--- src/rtl/i2s_tx_if.sv ---
// Stereo sample handshake between the voice output path (producer) and the I2S transmitter.
interface i2s_tx_if;
    localparam int unsigned SAMPLE_W = 24;

    logic [SAMPLE_W-1:0] sample_l;
    logic [SAMPLE_W-1:0] sample_r;
    logic                sample_valid;
    logic                sample_ready;

    modport master (output sample_l, output sample_r, output sample_valid, input  sample_ready);
    modport slave  (input  sample_l, input  sample_r, input  sample_valid, output sample_ready);
endinterface

--- src/rtl/i2s_tx.sv ---
// I2S transmitter: 64-bclk frames, 24-bit samples left-justified in 32-bit slots with one-bit delay,
// fed from a single-pair holding buffer; a zero frame and an underrun pulse are sent when it is empty.
module i2s_tx #(
    parameter int unsigned CLK_DIV = 4
) (
    input  logic     clk,
    input  logic     rst_b,
    i2s_tx_if.slave  sif,
    output logic     bclk,
    output logic     lrclk,
    output logic     sdata,
    output logic     underrun
);
    localparam int unsigned SAMPLE_W = 24;
    localparam int unsigned FRAME_W  = 64;
    localparam int unsigned FC_W     = 6;
    localparam int unsigned DIV_W    = 8;
    localparam int unsigned PAD_W    = 8;
    localparam logic [DIV_W-1:0] DIV_MAX = DIV_W'(CLK_DIV - 1);

    logic [DIV_W-1:0]    div_q,    div_d;
    logic                bclk_q,   bclk_d;
    logic                lrclk_q,  lrclk_d;
    logic                sdata_q,  sdata_d;
    logic                under_q,  under_d;
    logic [FC_W-1:0]     fc_q,     fc_d;
    logic                ready_q,  ready_d;
    logic [SAMPLE_W-1:0] hold_l_q, hold_l_d;
    logic [SAMPLE_W-1:0] hold_r_q, hold_r_d;
    logic [FRAME_W-1:0]  shift_q,  shift_d;

    logic tick;
    logic fall;
    logic load;
    logic xfer;

    // Next-state: divider, bit clock, frame sequencing and holding buffer.
    always_comb begin
        div_d    = div_q;
        bclk_d   = bclk_q;
        lrclk_d  = lrclk_q;
        sdata_d  = sdata_q;
        under_d  = 1'b0;
        fc_d     = fc_q;
        ready_d  = ready_q;
        hold_l_d = hold_l_q;
        hold_r_d = hold_r_q;
        shift_d  = shift_q;

        tick = (div_q == DIV_MAX);
        fall = tick & bclk_q;
        load = fall & (fc_q == {FC_W{1'b1}});
        xfer = sif.sample_valid & ready_q;

        if (tick) begin
            div_d  = '0;
            bclk_d = ~bclk_q;
        end else begin
            div_d  = div_q + DIV_W'(1);
        end

        if (fall) begin
            fc_d    = fc_q + FC_W'(1);
            lrclk_d = fc_d[FC_W-1];
            if (load) begin
                sdata_d = 1'b0;
                if (!ready_q) begin
                    shift_d = {hold_l_q, PAD_W'(0), hold_r_q, PAD_W'(0)};
                    ready_d = 1'b1;
                end else begin
                    shift_d = '0;
                    under_d = 1'b1;
                end
            end else begin
                sdata_d = shift_q[FRAME_W-1];
                shift_d = {shift_q[FRAME_W-2:0], 1'b0};
            end
        end

        // An empty-buffer load leaves ready_q high, so a same-cycle capture is kept for the next frame.
        if (xfer) begin
            hold_l_d = sif.sample_l;
            hold_r_d = sif.sample_r;
            ready_d  = 1'b0;
        end
    end

    always_ff @(posedge clk or negedge rst_b) begin
        if (!rst_b) begin
            div_q    <= '0;
            bclk_q   <= 1'b0;
            lrclk_q  <= 1'b1;
            sdata_q  <= 1'b0;
            under_q  <= 1'b0;
            fc_q     <= {FC_W{1'b1}};
            ready_q  <= 1'b1;
            hold_l_q <= '0;
            hold_r_q <= '0;
            shift_q  <= '0;
        end else begin
            div_q    <= div_d;
            bclk_q   <= bclk_d;
            lrclk_q  <= lrclk_d;
            sdata_q  <= sdata_d;
            under_q  <= under_d;
            fc_q     <= fc_d;
            ready_q  <= ready_d;
            hold_l_q <= hold_l_d;
            hold_r_q <= hold_r_d;
            shift_q  <= shift_d;
        end
    end

    assign sif.sample_ready = ready_q;
    assign bclk             = bclk_q;
    assign lrclk            = lrclk_q;
    assign sdata            = sdata_q;
    assign underrun         = under_q;

endmodule

--- src/flat_wrapper.sv ---
// flat-port wrapper written by rule: the top's interface ports become plain ports
module i2s_tx_flat 
#(
    parameter int unsigned CLK_DIV = 4
)
  (clk, rst_b, bclk, lrclk, sdata, underrun, sif_sample_l, sif_sample_r, sif_sample_valid, sif_sample_ready);
  i2s_tx_if sif_i ();
  input  logic clk;
  input  logic rst_b;
  output logic bclk;
  output logic lrclk;
  output logic sdata;
  output logic underrun;
  input wire logic [$bits(sif_i.sample_l)-1:0] sif_sample_l;
  input wire logic [$bits(sif_i.sample_r)-1:0] sif_sample_r;
  input wire logic [$bits(sif_i.sample_valid)-1:0] sif_sample_valid;
  output wire logic [$bits(sif_i.sample_ready)-1:0] sif_sample_ready;
  assign sif_i.sample_l = sif_sample_l;
  assign sif_i.sample_r = sif_sample_r;
  assign sif_i.sample_valid = sif_sample_valid;
  assign sif_sample_ready = sif_i.sample_ready;
  i2s_tx #(.CLK_DIV(CLK_DIV)) u_core (.clk(clk), .rst_b(rst_b), .sif(sif_i), .bclk(bclk), .lrclk(lrclk), .sdata(sdata), .underrun(underrun));
endmodule
--- config.mk ---
export PLATFORM = sky130hd
export DESIGN_NAME = i2s_tx_flat
export DESIGN_NICKNAME = d
export VERILOG_FILES = /design/src/rtl/i2s_tx_if.sv /design/src/rtl/i2s_tx.sv /design/src/flat_wrapper.sv
export SDC_FILE = /design/constraint.sdc
export NUM_CORES = 1
export LEC_CHECK = 0
export CORE_MARGIN = 1.5
export CORE_UTILIZATION = 37
export CTS_CLUSTER_DIAMETER = 80
export CTS_CLUSTER_SIZE = 30
export DETAILED_ROUTE_END_ITERATION = 12
export RECOVER_POWER = 50
export SYNTH_ARGS = -nofsm -noshare
export SYNTH_HDL_FRONTEND = slang
export SYNTH_SLANG_ARGS = --single-unit
--- constraint.sdc ---
create_clock -name clk -period 4.4 [get_ports clk]
set_input_delay 0.88 -clock clk [delete_from_list [all_inputs] [get_ports clk]]
set_output_delay 0.88 -clock clk [all_outputs]
set_load 0.05 [all_outputs]
# Word-level counts from Yosys, hierarchy flattened
# Cells that the tools add are included.
# Widths: inputs -> output; s select.
[totals]
ff_bits = 131
latchBits = 0
ram_bits = 0
mem_bits_ro = 0
in_bits = 51
out_inout_bits = 5
word_cells = 31
n_memories = 0
[classes]
n_addsub = 2
n_mul = 0
div = 0
order_cmp = 0
eq_ne = 2
shifts = 0
n_mux = 10
bitwise = 4
reduce_logical = 3
[op_table]
columns = ["cell", "count"]
rows = [
  ["$mux 64", 2],
  ["$add 8x1->8 const B", 1],
  ["$eq 8x2->1 const B", 1],
  ["$mux 8", 1],
  ["$mux 1", 7],
  ["$add 6x1->6 const B", 1],
  ["$eq 6x6->1 const B", 1],
  ["$reduce_bool 2->1", 2],
  ["$and 1x1->1", 3],
  ["$reduce_and 2->1", 1],
  ["$not 1->1", 1],
]

# Depth between registers and ports, before layout
# Gate-level depths: netlist of the first run.
[depth]
ltp_word = 6
mapped_depth = 7
ltp_nobuf = 5

# Least setup slack after synthesis of the first run
# Ideal clock, no wire load.
[synth_path]
path_kind = "input to register"
from = "in sif_sample_valid"
to = "reg u_core.hold_l_q[10]"
t_arrival_ns = 1.881
required_ns = 4.275
path_slack_ns = 2.394
path_stages = 4
n_path_buf = 2
path_cell_list = "nand2_1 > clkbuf_1 > buf_2 > mux2_2"
[synth_between]
elab_chain_cells = 1
[synth_lines]
columns = ["element", "line_no", "rtl"]
rows = [
  ["from (decl)", "flat_wrapper.sv:16", "input wire logic [$bits(sif_i.sample_valid)-1:0] sif_sample_valid;"],
  ["$and 1x1->1", "i2s_tx.sv:53", "xfer = sif.sample_valid & ready_q;"],
  ["to (signal assigned)", "i2s_tx.sv:108", "hold_l_q <= hold_l_d;"],
  ["to (decl)", "i2s_tx.sv:28", "logic [SAMPLE_W-1:0] hold_l_q, hold_l_d;"],
]
# Every way passes these cells.
# A chain may end at the register's enable or synchronous reset.

# Final worst setup path of the first run
[layout_path]
from = "reg u_core.div_q[0]"
to = "reg u_core.shift_q[27]"
[layout_between]
elab_chain_cells = 4
[layout_lines]
columns = ["element", "line_no", "rtl"]
rows = [
  ["from (decl)", "i2s_tx.sv:21", "logic [DIV_W-1:0] div_q, div_d;"],
  ["from (signal assigned)", "i2s_tx.sv:101", "div_q <= div_d;"],
  ["$eq 8x2->1 *", "i2s_tx.sv:50", "tick = (div_q == DIV_MAX);"],
  ["$and 1x1->1 *", "i2s_tx.sv:51", "fall = tick & bclk_q;"],
  ["$and 1x1->1", "i2s_tx.sv:52", "load = fall & (fc_q == {FC_W{1'b1}});"],
  ["$mux 64", "i2s_tx.sv:65", "if (load) begin"],
  ["to (signal assigned)", "i2s_tx.sv:110", "shift_q <= shift_d;"],
  ["to (decl)", "i2s_tx.sv:30", "logic [FRAME_W-1:0] shift_q, shift_d;"],
]
# Every way passes the cells marked *; elsewhere a longest branch is shown, timed or not.

==> metrics.yaml, run 1 <==
sta:
  relSlewSlack_pct: -38.7
  finalSetupTns_ns: 0
  setup_ws_ns: 1.65
  rsz0062_at_grt: "false"
  setup_viol: 0
  hold_viol: 0
  min_period_ns: 2.75
  slew_viol_final: 85
  whs_ns: 0.460
  finalCritPeriodShare_pct: 62.6
  worst_slew_pin_slew_ns: 2.08
  clock.fmax_ghz: 0.363
  finClkSkew_ns: 0.00660
yosys:
  ys_async_sr_fraction_pct: 100
  synthFlopType: "dfrtp_1"
  synth_cell_types: 32
  yosysTopAreaCell: "dfrtp_1"
  ys_ff_latch: 122
  ys_top_cells_by_count: "dfrtp_1, nor2_1, mux2_2"
  avgSynthCellArea_um2: 12.7
  netlist_instances: 398
  synth-seq-area-share_pct: 60.5
  synth_area_um2: 5060
  synth_top_cell_area_share_pct: 56.9
  synth_edf_count: 0
  yosysMostFrequentCell: "dfrtp_1"
  synth_nets: 451
  ys_warn_count: 0
  yosys-top-cells-area: "dfrtp_1, mux2_2, nor2_1"
clock_tree:
  root_buffer: "clkbuf_16"
  clock_sinks: 122
  cts_tree: "done"
  clk_pin_slew_worst_paths_ns: 0.05
  numCtsBuffers: 17
  hold_buffers: 0
  htreeDepth: 4
  clk_latency_ns: 0.41
  cts_buffer_depth: 2
  post_cts_resized: 0
  cts_setup_buffers: 0
worst_setup_path:
  cp_slowest_stage_delay_ns: 0.86
  crit_family: "simple AND/OR/NAND/NOR gates"
  cp-end-kind: "register"
  cp_slowest_cell: "nand4b_1"
  required_ns: 4.69
  path_cells: "ha_1 > nor2b_1 > nand4b_1 > buf_4 > a221oi_1 > nor2_1"
  crit_fanout: 22
  crit_arrival_ns: 3.05
  startpoint_type: "register"
  path_class: "reg -> reg"
  path_buf_inv: 1
placed_design:
  io_buffers: 55
  dpl.hpwl_um: 5800
  dp_slack_ns: 1.60
  place.gp.congestion: 0.687
  place_area_um2: 5730
cells_and_area:
  diodes: 0
  syn_to_final_growth_pct: 24.3
  layout-drive-gt1-share_pct: 24.9
  final_area_um2: 6290
  nNetsFinal: 502
  multi_input_area_um2: 1850
  fillers: 1235
  seqCellArea_um2: 3060
status:
  status: "finished with violations"
  violations: "max-capacitance violations, max-slew violations"
grt:
  grt-ovfl-total: 0
  grt_max_degree: 86
  first_global_vias: 3461
  grt_usage_pct: 14.9
  antenna_found_initial: 0
  grt_pass1_wl_um: 16700
route:
  drc_errors: 0
  ant_nets: 0
  wire_per_inst_um: 15.0
  via_count: 3270
  drt_iter0_markers: 129
  routed_wl_um: 9560
  via_per_inst: 5.13
  firstDrtPassIters: 4
pwr:
  vdd_ir_drop_max_v: 0.000227
  fin_total_pwr_mw: 2.62
  power_density_nw_per_um2: 416
  p_leak_nw: 2.90
floorplan:
  io_pins: 56
  start_util_pct: 38.0
  die_w_um: 120
  die_h_um: 120
  floorplan.rows: 42
  die-area_um2: 14400
  core_area_um2: 13300
worst_hold_path:
  hp-class: "reg -> reg"
run:
  drv_cap: 1
==> sequential cells by signal, summed over array words and instances, names as in the netlist <==
| register | flops |
|---|---|
| u_core.bclk | 1 |
| u_core.div_q | 8 |
| u_core.fc_q | 6 |
| u_core.hold_l_q | 24 |
| u_core.hold_r_q | 24 |
| u_core.sdata | 1 |
| u_core.shift_q | 56 |
| u_core.sif.sample_ready | 1 |
| u_core.underrun | 1 |
==> final cells by class <==
type	instances	share of cell area, %
Sequential cell	122	48.7
Multi-Input combinational cell	248	29.5
Timing Repair Buffer	59	9.36
Clock buffer	24	7.82
Tap cell	176	3.50
Clock inverter	8	1.07
Inverter	1	0.0597
==> stage by stage <==
step                      cells  util [%]
final                       638      47.3
after global routing        638      47.3
after CTS                   638      47.3
after detailed placement    606      43.1
after global placement      606      43.1
after floorplan             398         -
==> cells in the final DEF, fill, tap and decap left out, types with 2 or more instances in the layout <==
cell type | netlist | final
clkbuf_1 | 8 | 3
a221oi_2 | 20 | 20
ha_1 | 2 | 2
a22o_1 | 9 | 9
a221oi_1 | 24 | 24
xnor2_1 | 10 | 10
a21oi_1 | 2 | 2
nand3_1 | 8 | 8
clkinv_2 | 0 | 6
clkdlybuf4s50_1 | 0 | 54
and3_1 | 4 | 3
clkbuf_8 | 0 | 4
mux2_2 | 48 | 48
clkbuf_16 | 0 | 17
dfstp_2 | 7 | 7
a22oi_1 | 2 | 2
nand2_2 | 0 | 2
nand4_1 | 2 | 2
nand2_1 | 9 | 7
dfrtp_1 | 115 | 115
nor2b_1 | 2 | 2
xor2_1 | 2 | 2
nor2_1 | 93 | 93
o21ai_0 | 2 | 2
buf_4 | 4 | 3
==> worst paths after layout <==
kind / start / end / slack, ns / depth (start not counted)
setup / recovery: u_core.div_q[0]$_DFF_PN0_ / u_core.shift_q[27]$_DFFE_PN0P_ / 1.65 / 6
hold / removal: u_core.fc_q[1]$_DFFE_PN1P_ / u_core.fc_q[1]$_DFFE_PN1P_ / 0.46 / 2
setup reg to reg: u_core.div_q[0]$_DFF_PN0_ / u_core.shift_q[27]$_DFFE_PN0P_ / 1.65 / 6
hold reg to reg: u_core.fc_q[1]$_DFFE_PN1P_ / u_core.fc_q[1]$_DFFE_PN1P_ / 0.46 / 2
max in group asynchronous: rst_b / u_core.hold_l_q[5]$_DFFE_PN0P_ / 2.10 / 1
min in group asynchronous: rst_b / u_core.div_q[0]$_DFF_PN0_ / 1.06 / 1
==> tightest hold or removal path, cell delays in order, from the launching register on <==
cell	delay, ns
dfstp_2	0.37
nand2_1	0.05
nand2_1	0.04
==> report_power, final <==
group / leakage (nW) / switching, mW / internal [mW]
Clock: 0.280 / 0.466 / 0.829
Sequential: 1.60 / 0.0343 / 1.18
Combinational: 1.02 / 0.0377 / 0.0754
Total: 2.90 / 0.538 / 2.08
==> per-layer routing <==
layer	global-route usage (%)	part of all wire [%]
met1	19.1	46
met2	23.0	48
met3	4.52	3.9
met4	6.99	2.1
met5	0	0
==> logic make-up after synthesis <==
kind of cell / synth area share, %
and+or+nand+nor: 10.8
DFF: 60.5
AOI/OAI and AO/OA: 12.5
muxes: 10.7
buffers and inverters: 2.99
xor gates and xnor gates: 2.08
adders and majority gates: 0.495
(Power assumes the default switching activity.)
==> run 2, diff against run 1 <==
==> constraint.sdc (replaced) <==
create_clock -name clk -period 2.8 [get_ports clk]
set_input_delay 0.56 -clock clk [delete_from_list [all_inputs] [get_ports clk]]
set_output_delay 0.56 -clock clk [all_outputs]
set_load 0.05 [all_outputs]
==> run 2 against run 1 <==
Effect of this change: the flow still finishes with violations (max-capacitance violations, max-slew violations); combinational power rose by 58%; cell area increased by 1.5%; count of clock-buffer cells in the layout unchanged; clock skew increased by 0.0051 ns; via count decreased by 0.92%; first-iteration DRC count increased by 22%; sequential share of layout area fell by 0.70 points; hold slack gained 0.0079 ns; die area did not move; critical endpoint is now lrclk.
==> metrics.yaml, run 2 (same netlist as run 1, synthesis figures left out) <==
sta:
  whs_ns: 0.468  # +0.00794 ns
  hold_viol: 0  # unchanged
  min_period_ns: 2.36
  finalCritPeriodShare_pct: 84.3
  rsz0062_at_grt: "false"
  finClkSkew_ns: 0.0117  # +0.00509 ns
  worst_slew_pin_slew_ns: 2.27  # +0.195 ns
  slew_viol_final: 42  # -51%
  finalSetupTns_ns: 0  # unchanged
  setup_viol: 0  # unchanged
  relSlewSlack_pct: -51.7  # -13 points
  clock.fmax_ghz: 0.424
clock_tree:
  post_cts_resized: 0  # unchanged
  cts_tree: "done"
  cts_buffer_depth: 2  # unchanged
  cts_setup_buffers: 0  # unchanged
  clk_latency_ns: 0.41  # about the same
  htreeDepth: 4  # unchanged
  numCtsBuffers: 17  # unchanged
  clock_sinks: 122  # unchanged
  hold_buffers: 0  # unchanged
  clk_pin_slew_worst_paths_ns: 0.05  # about the same
  root_buffer: "clkbuf_16"
grt:
  grt_max_degree: 82  # -4.7%
  grt_usage_pct: 14.7  # -0.15 points
  antenna_found_initial: 0  # unchanged
  first_global_vias: 3414  # -1.4%
  grt_pass1_wl_um: 16700  # about the same
  grt-ovfl-total: 0  # unchanged
cells_and_area:
  layout_common_cells: "dfrtp_1, nor2_1, clkdlybuf4s50_1, mux2_2, a221oi_1"
  final_common_cell: "dfrtp_1"
  top_regs: "u_core.shift_q (56), u_core.hold_l_q (24), u_core.hold_r_q (24)"
  diodes: 0  # unchanged
  multi_input_area_um2: 1850  # unchanged
  top_register: "u_core.shift_q"
  fin_util_pct: 48.0  # +0.69 points
  nNetsFinal: 504  # +0.40%
  syn_to_final_growth_pct: 26.1
  seqCellArea_um2: 3060  # unchanged
  largest_register_ffs: 56  # unchanged
  fillers: 1200  # -2.8%
  layout-drive-gt1-share_pct: 24.8  # -0.11 points
floorplan:
  die_h_um: 120  # unchanged
  floorplan.rows: 42  # unchanged
  io_pins: 56  # unchanged
  start_util_pct: 38.0  # unchanged
  die_w_um: 120  # unchanged
  core_area_um2: 13300  # unchanged
  die-area_um2: 14400  # unchanged
worst_setup_path:
  critPathCapture: "lrclk"
  required_ns: 2.24  # -2.45 ns
  startpoint_type: "register"
  cp-end-kind: "output pin"
  worstRegToRegCells: 6  # unchanged
  cp_slowest_stage_delay_ns: 0.82  # -0.04 ns
  reg2reg_from: "u_core.fc_q[0]$_DFFE_PN1P_"
  regToRegSetupSlack_ns: 0.61  # -1.04 ns
  worstSetupStartpoint: "u_core.fc_q[5]$_DFFE_PN1P_"
  crit_arrival_ns: 1.80  # -1.25 ns
  r2r-end: "u_core.shift_q[13]$_DFFE_PN0P_"
  crit_fanout: 5  # -77%
  cp.depth: 1  # -5
  path_cells: "clkdlybuf4s50_1"
  path_buf_inv: 1  # unchanged
  crit_family: "buffers and inverters"
  path_class: "reg -> out"
  cp_slowest_cell: "clkdlybuf4s50_1"
pwr:
  internal_power_mw: 3.34  # +60%
  vdd_ir_drop_max_v: 0.000424  # +87%
  fin_total_pwr_mw: 4.19  # +60%
  power_frac_comb_pct: 4.3  # about the same
  switching_share_pct: 20.3  # -0.28 points
  power_density_nw_per_um2: 656  # +58%
  seq_power_share_pct: 45.5  # -0.7 points
  power.share.clock_pct: 50.2  # +0.7 points
  p_leak_nw: 2.93  # +1.3%
  p_sw_mw: 0.848  # +58%
run:
  drv_cap: 1  # unchanged
placed_design:
  dpl.hpwl_um: 5720  # -1.3%
  place.gp.congestion: 0.726  # +5.6%
  io_buffers: 55  # unchanged
route:
  drc_errors: 0  # unchanged
  wire_per_inst_um: 14.9  # -0.36%
  routed_wl_um: 9560  # about the same
  ant_nets: 0  # unchanged
  drt_iter0_markers: 158  # +22%
  firstDrtPassIters: 4  # unchanged
  via_count: 3240  # -0.92%
  via_per_inst: 5.06  # -1.2%
worst_hold_path:
  hp-class: "reg -> reg"
  hold_depth: 2  # unchanged
status:
  status: "finished with violations"
  violations: "max-capacitance violations, max-slew violations"
## run 2: changes by cell type in the layout (fill, tap and decap cells not counted), sizes merged
cell / delta
buf: +2
bufinv: +1
clkinv: -1
## run 2: worst min-delay path by stage
stage | to | from
floorplan | u_core.bclk$_DFFE_PN0N_ | rst_b
global placement | u_core.fc_q[1]$_DFFE_PN1P_ | u_core.fc_q[1]$_DFFE_PN1P_
CTS | u_core.div_q[3]$_DFF_PN0_ | rst_b
finish | u_core.fc_q[1]$_DFFE_PN1P_ | u_core.fc_q[1]$_DFFE_PN1P_
detailed placement | u_core.fc_q[1]$_DFFE_PN1P_ | u_core.fc_q[1]$_DFFE_PN1P_
global route | u_core.fc_q[1]$_DFFE_PN1P_ | u_core.fc_q[1]$_DFFE_PN1P_
## run 2: per-layer routing
layer / global-route usage [%] / routed length [µm]
met1: 20.1 / 4640
met2: 22.1 / 4450
met3: 4.23 / 381
met4: 5.65 / 78
met5: 0 / 0
## run 2: final cells by class
type	count	area share [%]
Clock inverter	8	1.45
Sequential cell	122	48.0
Tap cell	176	3.45
Timing Repair Buffer	61	10.4
Multi-Input combinational cell	248	29.1
Clock buffer	24	7.55
Inverter	1	0.0589
## run 2: power groups by stage
stage	Sequential, mW	Clock (mW)	Combinational [mW]
global placement	1.93	0	0.180
detailed placement	1.93	0	0.184
floorplan	1.91	0	0.0686
finish	1.90	2.10	0.179
CTS	1.90	2.16	0.186
global route	1.91	2.25	0.199
## run 2: metrics by stage
step / setup slack (ns) / cells / cell area [µm²]
global route: 0.196 / 640 / 6380
detailed placement: 0.655 / 608 / 5810
global placement: 0.700 / 608 / 5810
CTS: 0.414 / 640 / 6380
finish: 0.439 / 640 / 6380
floorplan: 0.975 / 398 / 5060
==> run 3, diff against run 2 <==
==> constraint.sdc (replaced) <==
create_clock -name clk -period 2.34 [get_ports clk]
set_input_delay 0.468 -clock clk [delete_from_list [all_inputs] [get_ports clk]]
set_output_delay 0.468 -clock clk [all_outputs]
set_load 0.05 [all_outputs]
==> run 3 against run 2 <==
Effect of this change: clock power rose by 24%; the flow now finishes without violations; largest power group unchanged; register-to-register slack got worse by 0.22 ns; core utilization rose by 0.16 points; critical endpoint unchanged; critical path type unchanged; sequential share of layout area decreased by 0.16 points; clock skew fell by 0.0028 ns; cell area is 0.33% higher; flip-flop and latch count unchanged.
==> metrics.yaml, run 3 (same netlist as run 1, synthesis figures left out) <==
status:
  status: "finished clean"
cells_and_area:
  multi_input_area_um2: 1850  # unchanged
  final_area_um2: 6400  # +0.33%
  layout_common_cells: "dfrtp_1, nor2_1, clkdlybuf4s50_1, mux2_2, a221oi_1"
  fillers: 1226  # +2.2%
  syn_to_final_growth_pct: 26.5
  top_regs: "u_core.shift_q (56), u_core.hold_l_q (24), u_core.hold_r_q (24)"
  nNetsFinal: 508  # +0.79%
  final_common_cell: "dfrtp_1"
  diodes: 0  # unchanged
  layout-drive-gt1-share_pct: 25.0  # +0.22 points
  largest_register_ffs: 56  # unchanged
  seqCellArea_um2: 3060  # unchanged
  top_register: "u_core.shift_q"
placed_design:
  dp_slack_ns: 0.421  # -0.234 ns
  dpl.hpwl_um: 5840  # +2.0%
  io_buffers: 55  # unchanged
  place.gp.congestion: 0.742  # +2.2%
  place_area_um2: 5840  # +0.52%
worst_setup_path:
  crit_arrival_ns: 1.80  # about the same
  path_buf_inv: 1  # unchanged
  crit_family: "buffers and inverters"
  cp_slowest_stage_delay_ns: 0.82  # about the same
  cp-end-kind: "output pin"
  crit_fanout: 5  # unchanged
  path_cells: "clkdlybuf4s50_1"
  cp_slowest_cell: "clkdlybuf4s50_1"
  path_class: "reg -> out"
  startpoint_type: "register"
  required_ns: 1.87  # -0.37 ns
sta:
  finalCritPeriodShare_pct: 96.8
  worst_slew_pin_slew_ns: 0.998  # -1.28 ns
  finalSetupTns_ns: 0  # unchanged
  setup_viol: 0  # unchanged
  rsz0062_at_grt: "false"
  clock.fmax_ghz: 0.442
  relSlewSlack_pct: 33.5  # +85 points
  setup_ws_ns: 0.0750  # -0.364 ns
  hold_viol: 0  # unchanged
  finClkSkew_ns: 0.00894  # -0.00276 ns
  slew_viol_final: 0  # -100%
  min_period_ns: 2.26
clock_tree:
  clock_sinks: 122  # unchanged
  htreeDepth: 4  # unchanged
  cts_setup_buffers: 0  # unchanged
  hold_buffers: 0  # unchanged
  clk_pin_slew_worst_paths_ns: 0.06  # about the same
  cts_buffer_depth: 2  # unchanged
  numCtsBuffers: 17  # unchanged
  cts_tree: "done"
  root_buffer: "clkbuf_16"
  clk_latency_ns: 0.41  # about the same
  post_cts_resized: 0  # unchanged
floorplan:
  die_h_um: 120  # unchanged
  io_pins: 56  # unchanged
  die_w_um: 120  # unchanged
  floorplan.rows: 42  # unchanged
  core_area_um2: 13300  # unchanged
  die-area_um2: 14400  # unchanged
  start_util_pct: 38.0  # unchanged
pwr:
  vdd_ir_drop_max_v: 0.000455  # +7.2%
  power_density_nw_per_um2: 795  # +21%
  p_leak_nw: 2.94  # +0.33%
grt:
  antenna_found_initial: 0  # unchanged
  grt-ovfl-total: 0  # unchanged
  first_global_vias: 3405  # -0.26%
  grt_usage_pct: 14.8  # +0.057 points
  grt_pass1_wl_um: 16600  # -0.91%
  grt_max_degree: 59  # -28%
route:
  wire_per_inst_um: 15.0  # +0.42%
  ant_nets: 0  # unchanged
  drt_iter0_markers: 188  # +19%
  drc_errors: 0  # unchanged
  routed_wl_um: 9660  # +1.0%
  via_per_inst: 5.04  # -0.50%
  via_count: 3244  # +0.12%
  firstDrtPassIters: 4  # unchanged
worst_hold_path:
  hp-class: "in -> async"
run:
  drv_cap: 0  # -1
[run 3: worst paths after layout]
check                           cells after the start  slack (ns)                              to                  startpoint
max in group asynchronous                           2        0.60  u_core.shift_q[35]$_DFFE_PN0P_                       rst_b
min in group clk                                    2        0.46      u_core.fc_q[1]$_DFFE_PN1P_  u_core.fc_q[1]$_DFFE_PN1P_
worst max register to register                      6        0.39  u_core.shift_q[22]$_DFFE_PN0P_  u_core.fc_q[0]$_DFFE_PN1P_
worst max-delay path                                1        0.08                           lrclk  u_core.fc_q[5]$_DFFE_PN1P_
worst min-delay path                                1        0.23  u_core.hold_r_q[2]$_DFFE_PN0P_                       rst_b
worst min register to register                      2        0.46      u_core.fc_q[1]$_DFFE_PN1P_  u_core.fc_q[1]$_DFFE_PN1P_
[run 3: per-layer routing]
metal / routed length [µm] / GRT usage [%] / vias to the layer above
li1: - / - / 1543
met1: 4420 / 18.8 / 1629
met2: 4700 / 23.4 / 68
met3: 470 / 5.23 / 4
met4: 62 / 4.91 / 0
met5: 0 / 0 / -
[run 3: final cells by class]
cell class              count  area share, %
flip-flops and latches    122           47.8
inverters                   1         0.0587
well taps                 176           3.44
clock inverters             9           1.92
multi-input cells         248           29.0
clock buffers              23           7.31
repair buffers             65           10.5
[run 3: per-stage QoR]
step	instances	hold WS [ns]	power (mW)	util, %
finish	644	0.227	5.09	48.1
global route	644	0.296	5.29	48.1
CTS	644	0.0495	5.17	48.3
detailed placement	612	0.456	2.54	43.9
global placement	612	0.450	2.53	43.9
floorplan	398	0.172	2.37	-
[run 3: power by group]
part | total [mW] | internal, mW | switching, mW | leakage (nW)
Clock | 2.60 | 1.72 | 0.880 | 0.291
Combinational | 0.213 | 0.140 | 0.0728 | 1.05
Sequential | 2.28 | 2.21 | 0.0652 | 1.60
